### config.mk
export PLATFORM = sky130hd
export DESIGN_NAME = div_result_packer_flat
export DESIGN_NICKNAME = d
export VERILOG_FILES = /design/src/rtl/div_afu_pkg.sv /design/src/rtl/div_result_packer_if.sv /design/src/rtl/div_result_packer_delay_line.sv /design/src/rtl/div_result_packer.sv /design/src/flat_wrapper.sv
export SDC_FILE = /design/constraint.sdc
export NUM_CORES = 1
export LEC_CHECK = 0
export ABC_CLOCK_PERIOD_IN_PS = 3210
export BUFFER_PORTS_ARGS = -buffer_cell sky130_fd_sc_hd__clkbuf_2
export CELL_PAD_IN_SITES_DETAIL_PLACEMENT = 0
export CELL_PAD_IN_SITES_GLOBAL_PLACEMENT = 1
export CORE_ASPECT_RATIO = 1.5
export CORE_MARGIN = 3
export CORE_UTILIZATION = 40
export CTS_BUF_LIST = sky130_fd_sc_hd__clkbuf_4 sky130_fd_sc_hd__clkbuf_8 sky130_fd_sc_hd__clkbuf_16
export DETAILED_ROUTE_END_ITERATION = 10
export HOLD_SLACK_MARGIN = 0.08
export PLACE_DENSITY_LB_ADDON = 0.1
export REMOVE_ABC_BUFFERS = 1
export SYNTH_ARGS = -nofsm -noshare
export SYNTH_HDL_FRONTEND = slang
export SYNTH_SLANG_ARGS = --single-unit
export TNS_END_PERCENT = 10
### constraint.sdc
create_clock -name clk -period 3.21 [get_ports clk]
set_input_delay 0.1605 -clock clk [delete_from_list [all_inputs] [get_ports clk]]
set_output_delay 0.1605 -clock clk [all_outputs]
set_load 0.005 [all_outputs]
### src/rtl/div_afu_pkg.sv
// Shared definitions for the division AFU.
// Provides the default quotient width, divider latency and cache-line width,
// the lane / line data types, and the fill-buffer state enumeration used by
// div_result_packer.
package div_afu_pkg;

  localparam int DIV_DATA_LEN = 32;
  localparam int DIV_LATENCY  = 10;
  localparam int CL_BITS      = 512;
  localparam int DIV_LANES    = CL_BITS / DIV_DATA_LEN;

  typedef logic [DIV_DATA_LEN-1:0] t_div_lane;
  typedef logic [CL_BITS-1:0]      t_cl_data;

  // FILLING  : the fill buffer accepts quotients.
  // FULL_WAIT: the fill buffer holds a complete line and waits for the output slot.
  typedef enum logic {FILLING, FULL_WAIT} t_pack_state;

endpackage

### src/rtl/div_result_packer_if.sv
// Cache-line output handshake of div_result_packer.
// Signals:
//   line_valid  producer -> consumer  a line is held and valid
//   line_ready  consumer -> producer  consumer accepts (transfer on valid && ready)
//   line_data   producer -> consumer  lane i at bits [i*DATA_LEN +: DATA_LEN]
//   line_count  producer -> consumer  number of valid lanes (1..LANES)
//   line_last   producer -> consumer  line was produced by a flush
// Modports: master (packer side), slave (write-request side).
interface div_result_packer_if
  import div_afu_pkg::*;
#(
  parameter int DATA_LEN = DIV_DATA_LEN,
  parameter int CL_BITS  = div_afu_pkg::CL_BITS
);

  localparam int LANES = CL_BITS / DATA_LEN;
  localparam int CNT_W = $clog2(LANES) + 1;

  logic               line_valid;
  logic               line_ready;
  logic [CL_BITS-1:0] line_data;
  logic [CNT_W-1:0]   line_count;
  logic               line_last;

  modport master (
    output line_valid,
    output line_data,
    output line_count,
    output line_last,
    input  line_ready
  );

  modport slave (
    input  line_valid,
    input  line_data,
    input  line_count,
    input  line_last,
    output line_ready
  );

endinterface

### src/rtl/div_result_packer_delay_line.sv
// valid_delay_line: shift register that replays issue_valid DEPTH cycles later,
// tracking when the divider's fixed-latency output becomes valid.
// Ports:
//   clk, reset (synchronous, active-high)
//   in_valid   an operand pair entered the divider this cycle
//   out_valid  the matching result is on the divider output this cycle
module valid_delay_line #(
  parameter int DEPTH = 10
) (
  input  logic clk,
  input  logic reset,
  input  logic in_valid,
  output logic out_valid
);

  logic [DEPTH-1:0] taps;

  // Tap k is high k+1 cycles after the issue was sampled.
  generate
    if (DEPTH == 1) begin : g_single
      always_ff @(posedge clk) begin
        if (reset) taps <= '0;
        else       taps <= in_valid;
      end
    end else begin : g_multi
      always_ff @(posedge clk) begin
        if (reset) taps <= '0;
        else       taps <= {taps[DEPTH-2:0], in_valid};
      end
    end
  endgenerate

  assign out_valid = taps[DEPTH-1];

endmodule

### src/rtl/div_result_packer.sv
// div_result_packer: captures quotients from the fixed-latency divider, packs
// them into cache lines and presents full or flushed lines on a valid/ready
// handshake. A fill buffer plus an output slot form a two-line ping-pong so
// packing continues while write-back is stalled.
// Optional feature macro: DIV_PACKER_STATS_EN adds stat_lines / stat_drops.
// Ports:
//   clk, reset       clock, synchronous active-high reset
//   issue_valid      operand pair entered the divider this cycle
//   div_result       divider output, used only when the delay line says valid
//   flush            request to emit the partially filled line
//   line_if          output line handshake (master modport)
//   overflow         sticky: a result was dropped
//   busy             work in flight, buffered, held, or flush pending
//   stat_lines       (stats build) saturating count of lines accepted
//   stat_drops       (stats build) saturating count of dropped results
module div_result_packer
  import div_afu_pkg::*;
#(
  parameter int DATA_LEN = DIV_DATA_LEN,
  parameter int LATENCY  = DIV_LATENCY,
  parameter int CL_BITS  = div_afu_pkg::CL_BITS
) (
  input  logic                clk,
  input  logic                reset,
  input  logic                issue_valid,
  input  logic [DATA_LEN-1:0] div_result,
  input  logic                flush,
  div_result_packer_if.master line_if,
  output logic                overflow,
  output logic                busy
`ifdef DIV_PACKER_STATS_EN
  ,
  output logic [31:0]         stat_lines,
  output logic [31:0]         stat_drops
`endif
);

  localparam int LANES = CL_BITS / DATA_LEN;
  localparam int CNT_W = $clog2(LANES) + 1;
  localparam int FLT_W = $clog2(LATENCY + 1);

  logic res_valid;

  valid_delay_line #(.DEPTH(LATENCY)) u_delay (
    .clk       (clk),
    .reset     (reset),
    .in_valid  (issue_valid),
    .out_valid (res_valid)
  );

  t_pack_state        state_q, state_d;
  logic [FLT_W-1:0]   inflight_q, inflight_d;
  logic [CNT_W-1:0]   fill_cnt_q, fill_cnt_d;
  logic [CL_BITS-1:0] fill_q, fill_d;
  logic               flush_pend_q, flush_pend_d;
  logic               line_valid_q, line_valid_d;
  logic [CL_BITS-1:0] line_data_q, line_data_d;
  logic [CNT_W-1:0]   line_count_q, line_count_d;
  logic               line_last_q, line_last_d;
  logic               overflow_q, overflow_d;

  logic               accept, slot_free, capture, drop, flush_fire;
  logic               load, load_last;
  logic [CNT_W-2:0]   lane_idx;
  logic [CL_BITS-1:0] staged;
  logic [CNT_W-1:0]   staged_cnt;

  assign lane_idx = fill_cnt_q[CNT_W-2:0];

  // Next-state logic. "staged" is the fill buffer including this cycle's
  // capture, so a result landing in the last lane is part of the line that
  // hands off on the same edge.
  always_comb begin
    accept     = line_valid_q && line_if.line_ready;
    slot_free  = !line_valid_q || accept;
    capture    = res_valid && (state_q == FILLING);
    drop       = res_valid && (state_q == FULL_WAIT);
    flush_fire = flush_pend_q && (inflight_q == '0) && (state_q == FILLING);

    staged = fill_q;
    if (capture) staged[int'(lane_idx)*DATA_LEN +: DATA_LEN] = div_result;
    staged_cnt = fill_cnt_q + CNT_W'(capture);

    state_d      = state_q;
    inflight_d   = inflight_q + FLT_W'(issue_valid) - FLT_W'(res_valid);
    fill_d       = staged;
    fill_cnt_d   = staged_cnt;
    flush_pend_d = flush_pend_q;
    line_valid_d = line_valid_q && !accept;
    line_data_d  = line_data_q;
    line_count_d = line_count_q;
    line_last_d  = line_last_q;
    overflow_d   = overflow_q || drop;
    load         = 1'b0;
    load_last    = 1'b0;

    case (state_q)
      FILLING: begin
        if (staged_cnt == CNT_W'(LANES)) begin
          if (slot_free) load = 1'b1;
          else           state_d = FULL_WAIT;
        end else if (flush_fire) begin
          // An empty flush completes immediately; a partial one waits for the slot.
          if (fill_cnt_q == '0) begin
            flush_pend_d = 1'b0;
          end else if (slot_free) begin
            load         = 1'b1;
            load_last    = 1'b1;
            flush_pend_d = 1'b0;
          end
        end
      end
      FULL_WAIT: begin
        if (accept) begin
          load    = 1'b1;
          state_d = FILLING;
        end
      end
      default: state_d = FILLING;
    endcase

    // Lanes beyond the valid count are zeroed; stale fill data never leaks out.
    if (load) begin
      line_valid_d = 1'b1;
      line_count_d = staged_cnt;
      line_last_d  = load_last;
      fill_cnt_d   = '0;
      for (int i = 0; i < LANES; i++) begin
        if (i < int'(staged_cnt)) line_data_d[i*DATA_LEN +: DATA_LEN] = staged[i*DATA_LEN +: DATA_LEN];
        else                      line_data_d[i*DATA_LEN +: DATA_LEN] = '0;
      end
    end

    if (flush) flush_pend_d = 1'b1;
  end

  // State and control registers.
  always_ff @(posedge clk) begin
    if (reset) begin
      state_q      <= FILLING;
      inflight_q   <= '0;
      fill_cnt_q   <= '0;
      flush_pend_q <= 1'b0;
      line_valid_q <= 1'b0;
      line_data_q  <= '0;
      line_count_q <= '0;
      line_last_q  <= 1'b0;
      overflow_q   <= 1'b0;
    end else begin
      state_q      <= state_d;
      inflight_q   <= inflight_d;
      fill_cnt_q   <= fill_cnt_d;
      flush_pend_q <= flush_pend_d;
      line_valid_q <= line_valid_d;
      line_data_q  <= line_data_d;
      line_count_q <= line_count_d;
      line_last_q  <= line_last_d;
      overflow_q   <= overflow_d;
    end
  end

  // Fill lane storage needs no reset: fill_cnt decides which lanes are live.
  always_ff @(posedge clk) begin
    fill_q <= fill_d;
  end

  assign line_if.line_valid = line_valid_q;
  assign line_if.line_data  = line_data_q;
  assign line_if.line_count = line_count_q;
  assign line_if.line_last  = line_last_q;
  assign overflow           = overflow_q;
  assign busy               = (inflight_q != '0) || (fill_cnt_q != '0) || line_valid_q || flush_pend_q;

`ifdef DIV_PACKER_STATS_EN
  logic [31:0] stat_lines_q, stat_drops_q;

  // Saturating counters read back through CSRs 0 and 1.
  always_ff @(posedge clk) begin
    if (reset) begin
      stat_lines_q <= '0;
      stat_drops_q <= '0;
    end else begin
      if (accept && (stat_lines_q != '1)) stat_lines_q <= stat_lines_q + 32'd1;
      if (drop && (stat_drops_q != '1))   stat_drops_q <= stat_drops_q + 32'd1;
    end
  end

  assign stat_lines = stat_lines_q;
  assign stat_drops = stat_drops_q;
`endif

endmodule

### src/flat_wrapper.sv
// flat-port wrapper written by rule: the top's interface ports become plain ports
module div_result_packer_flat import div_afu_pkg::*;
#(
  parameter int DATA_LEN = DIV_DATA_LEN,
  parameter int LATENCY  = DIV_LATENCY,
  parameter int CL_BITS  = div_afu_pkg::CL_BITS
)
  (clk, reset, issue_valid, div_result, flush, overflow, busy, line_if_line_valid, line_if_line_data, line_if_line_count, line_if_line_last, line_if_line_ready);
  div_result_packer_if #(.DATA_LEN(DATA_LEN), .CL_BITS(CL_BITS)) line_if_i ();
  input  logic clk;
  input  logic reset;
  input  logic issue_valid;
  input  logic [DATA_LEN-1:0] div_result;
  input  logic flush;
  output logic overflow;
  output logic busy;
  output wire logic [$bits(line_if_i.line_valid)-1:0] line_if_line_valid;
  output wire logic [$bits(line_if_i.line_data)-1:0] line_if_line_data;
  output wire logic [$bits(line_if_i.line_count)-1:0] line_if_line_count;
  output wire logic [$bits(line_if_i.line_last)-1:0] line_if_line_last;
  input wire logic [$bits(line_if_i.line_ready)-1:0] line_if_line_ready;
  assign line_if_line_valid = line_if_i.line_valid;
  assign line_if_line_data = line_if_i.line_data;
  assign line_if_line_count = line_if_i.line_count;
  assign line_if_line_last = line_if_i.line_last;
  assign line_if_i.line_ready = line_if_line_ready;
  div_result_packer #(.DATA_LEN(DATA_LEN), .LATENCY(LATENCY), .CL_BITS(CL_BITS)) u_core (.clk(clk), .reset(reset), .issue_valid(issue_valid), .div_result(div_result), .flush(flush), .line_if(line_if_i), .overflow(overflow), .busy(busy));
endmodule
==> impl_metrics.csv <==
group,metric,value,unit
sta,final_max_slew_viol_count,0,
sta,fin_crit,3.04,ns
clocking,clock_sinks,1053,
setup_path,crit_cells,10,
setup_path,start_kind,"flop",
synthesis,yosysMostFrequentCell,"dfxtp_1",
place,finalWeightedCongestion,0.867,
run,drv_cap,0,
setup_path,cp.required,3.82,ns
sta,grt_setup_unrepaired,"true",
floorplanning,io_pins,558,
floorplanning,start_util,40.4,%
global_route,grt_pass1_vias,25805,
hold_path,hold_path.class,"in2reg",
final_layout,final_core_util,49.7,%
place,dp_slack,0.0409,ns
global_route,grt_pass1_wl,173000,um
setup_path,reg2regPathDepth,10,
synthesis,syn_area,0.0354,mm^2
pwr,ir_drop,451,uV
sta,setup_slack,0.171,ns
pwr,power_frac_comb,2.6,%
place,place_hpwl,81400,um
detailed_routing,drt_pre_antenna_iters,5,
sta,max_clock_freq,329,MHz
place,port_buffers,557,
synthesis,synth_top_area_share,59.5,%
setup_path,cpLargestDelayFamily,"buffers and inverters",
clocking,htree_levels,3,
setup_path,critPathCaptureType,"flop",
floorplanning,core,0.0877,mm^2
pwr,power_leakage,22.0,nW
clocking,clk_latency,0.67,ns
pwr,internal_power,20.7,mW
floorplanning,die_h,370,um
detailed_routing,drt.antenna.violating_nets,0,
clocking,cts_buffer_depth,3,
sta,fin_crit_sh,94.7,%
synthesis,synthArstFlopShare,0,%
setup_path,slowest_delay,0.44,ns
clocking,cts_buffers,98,
synthesis,avgSynthCellArea,11.3,um^2
pwr,pwr-share-seq,50.6,%
pwr,switchingPower,5.53,mW
setup_path,cp_max_fo,32,
global_route,gr-total-overflow,0,
detailed_routing,vias,25634,
sta,skew,0.0136,ns
detailed_routing,via_per_inst,5.22,
synthesis,ys_top_cells_by_count,"1,053 x dfxtp_1, 338 x inv_1, 272 x o2bb2ai_1, 245 x mux2i_1, 182 x nand2_1",
pwr,netSwitchingFraction,21.1,%
detailed_routing,totalWireLength,118000,um
setup_path,crit_arrival,3.65,ns
sta,slew_headroom,23.3,%
synthesis,synth_top_area_cell,"dfxtp_1",
synthesis,synth_enable_flop_cells,0,
sta,tightest_slew,1.15,ns
clocking,cts_root_buffer,"clkbuf_16",
detailed_routing,post-route-drc-count,0,
global_route,grt_max_degree,107,
synthesis,yosysWarnings,0,
status,outcome,"complete, no violations",
setup_path,worstPathCellList,"nor2b_1, ha_1, ha_2, xor2_1, or3_1, o21ai_4, buf_4, o211a_1, buf_4, a22o_1",
synthesis,ys_types,51,
setup_path,cpMaxStageDelayCell,"buf_4",
setup_path,worst-path-buf-inv,2,
detailed_routing,wl_per_cell,24.1,um
setup_path,critical_path_class,"reg2reg",
floorplanning,die_x,249,um
global_route,antenna_found_initial,2,
synthesis,ys_seq_elements,1053,
final_layout,nNetsFinal,3730,
clocking,cts_tree,"built",
global_route,globalRouteTotalUtil,24.9,%
final_layout,layout-drive-gt1-share,27.4,%
floorplanning,rows,133,
floorplanning,die_area,0.0923,mm^2
setup_path,cp_common_cell,"buf_4",
synthesis,synth_ff_type,"dfxtp_1",
synthesis,synthTopCellsByArea,"dfxtp_1 59%, mux2i_1 6.9%, o2bb2ai_1 6.7%, mux2_2 5.4%, a32o_1 5.0%",
sta,hold_viol,0,
detailed_routing,drt-initial-drc-count,1580,
hold_path,min_path_cells,2,
final_layout,area_growth,23.1,%
sta,setup_viol,0,
pwr,power_frac_clock,46.9,%
pwr,power_per_cell_area,602,mW/mm^2
synthesis,ys_seq_area_share,59.5,%
clocking,clk_pin_slew,0.07,ns
synthesis,synthCells,3127,
==> path summary, 6_finish.rpt <==
path,startpoint,endpoint,slack (ns)
max reg2reg,u_core.u_delay.taps[9],u_core.line_if.line_data[313],0.17
min reg2reg,u_core.u_delay.taps[2],u_core.u_delay.taps[3],0.44
min,div_result[8],u_core.fill_q[168],0.10
max,u_core.u_delay.taps[9],u_core.line_if.line_data[313],0.17
==> area by class of cell <==
| cell class | count | area (um^2) |
|---|---|---|
| multi-input combinational | 1514 | 12300 |
| fill | 8077 | 44100 |
| timing repair buffer | 678 | 4120 |
| sequential | 1053 | 21100 |
| tap | 1147 | 1440 |
| clock inverter | 40 | 493 |
| inverter | 338 | 1270 |
| antenna | 1 | 2.50 |
| clock buffer | 139 | 2940 |
==> through the flow <==
step	TNS (ns)	cell area [um^2]	power (mW)	hold slack, ns	instances
after floorplan	-4363.30	34500	13.9	0.227	2905
after global placement	0	39800	14.2	0.419	4697
after detailed placement	0	39800	14.2	0.415	4697
after CTS	0	43600	26.5	0.0806	4908
after global routing	-0.0200	43600	27.1	0.0823	4909
final	0	43600	26.2	0.102	4910
==> power by group through the flow <==
stage / clock [mW] / combinational [mW] / sequential, mW
after floorplan: 0 / 0.310 / 13.5
after global placement: 0 / 0.631 / 13.6
after detailed placement: 0 / 0.645 / 13.6
after CTS: 12.6 / 0.683 / 13.3
after global routing: 13.1 / 0.727 / 13.3
final: 12.3 / 0.674 / 13.3
==> sequential cells by signal (all words and copies together) (netlist names) <==
register / count
u_core.fill_q: 512
u_core.line_if.line_data: 512
u_core.u_delay.taps: 10
u_core.fill_cnt_q: 5
u_core.line_if.line_count: 5
u_core.inflight_q: 4
u_core.flush_pend_q: 1
u_core.line_if.line_last: 1
u_core.line_if.line_valid: 1
u_core.overflow: 1
u_core.state_q: 1
==> layout by cell type (no fill, tap or decap), types with 7 or more instances in the layout <==
cell           count
ha_1               8
buf_4             62
dlygate4sd3_1     32
clkbuf_2         557
nand3_1           13
clkbuf_4          14
mux2_2           171
clkbuf_8          26
and2_1            47
a32o_1           178
nor2b_1           15
o2bb2ai_1        272
nand2b_1          27
dfxtp_1         1052
o31ai_1           25
and3_1             7
a21oi_1            8
mux2i_1          245
buf_12            26
nand2_1          174
a22o_1            67
nor2_1            99
nand3_2            8
inv_1            338
nand2_2            8
o21ai_0           75
bufinv_16         11
clkinv_2          24
clkbuf_16         99
==> what timing repair did <==
item / in CTS / in global routing
hold endpoints to repair: 113 / 0
hold buffers: 32 / 0
setup endpoints to repair: 0 / 238
buffers inserted: 0 / 1
gates resized for setup: 0 / 5
==> layer usage <==
metal  routed length, um  track usage, %  vias up
li1                    -               -    12050
met1               49500            30.2    12660
met2               57800            43.2      778
met3                6830            5.05      146
met4                4270            9.85        0
met5                   0               0        -
==> cells by family after synthesis <==
group           synth area share (%)
flops                           59.5
compound gates                  15.5
buf+inv                         6.33
simple gates                    5.72
mux                             12.4
fa+ha+maj                      0.374
xor+xnor                       0.222
(Power assumes the default switching activity.)
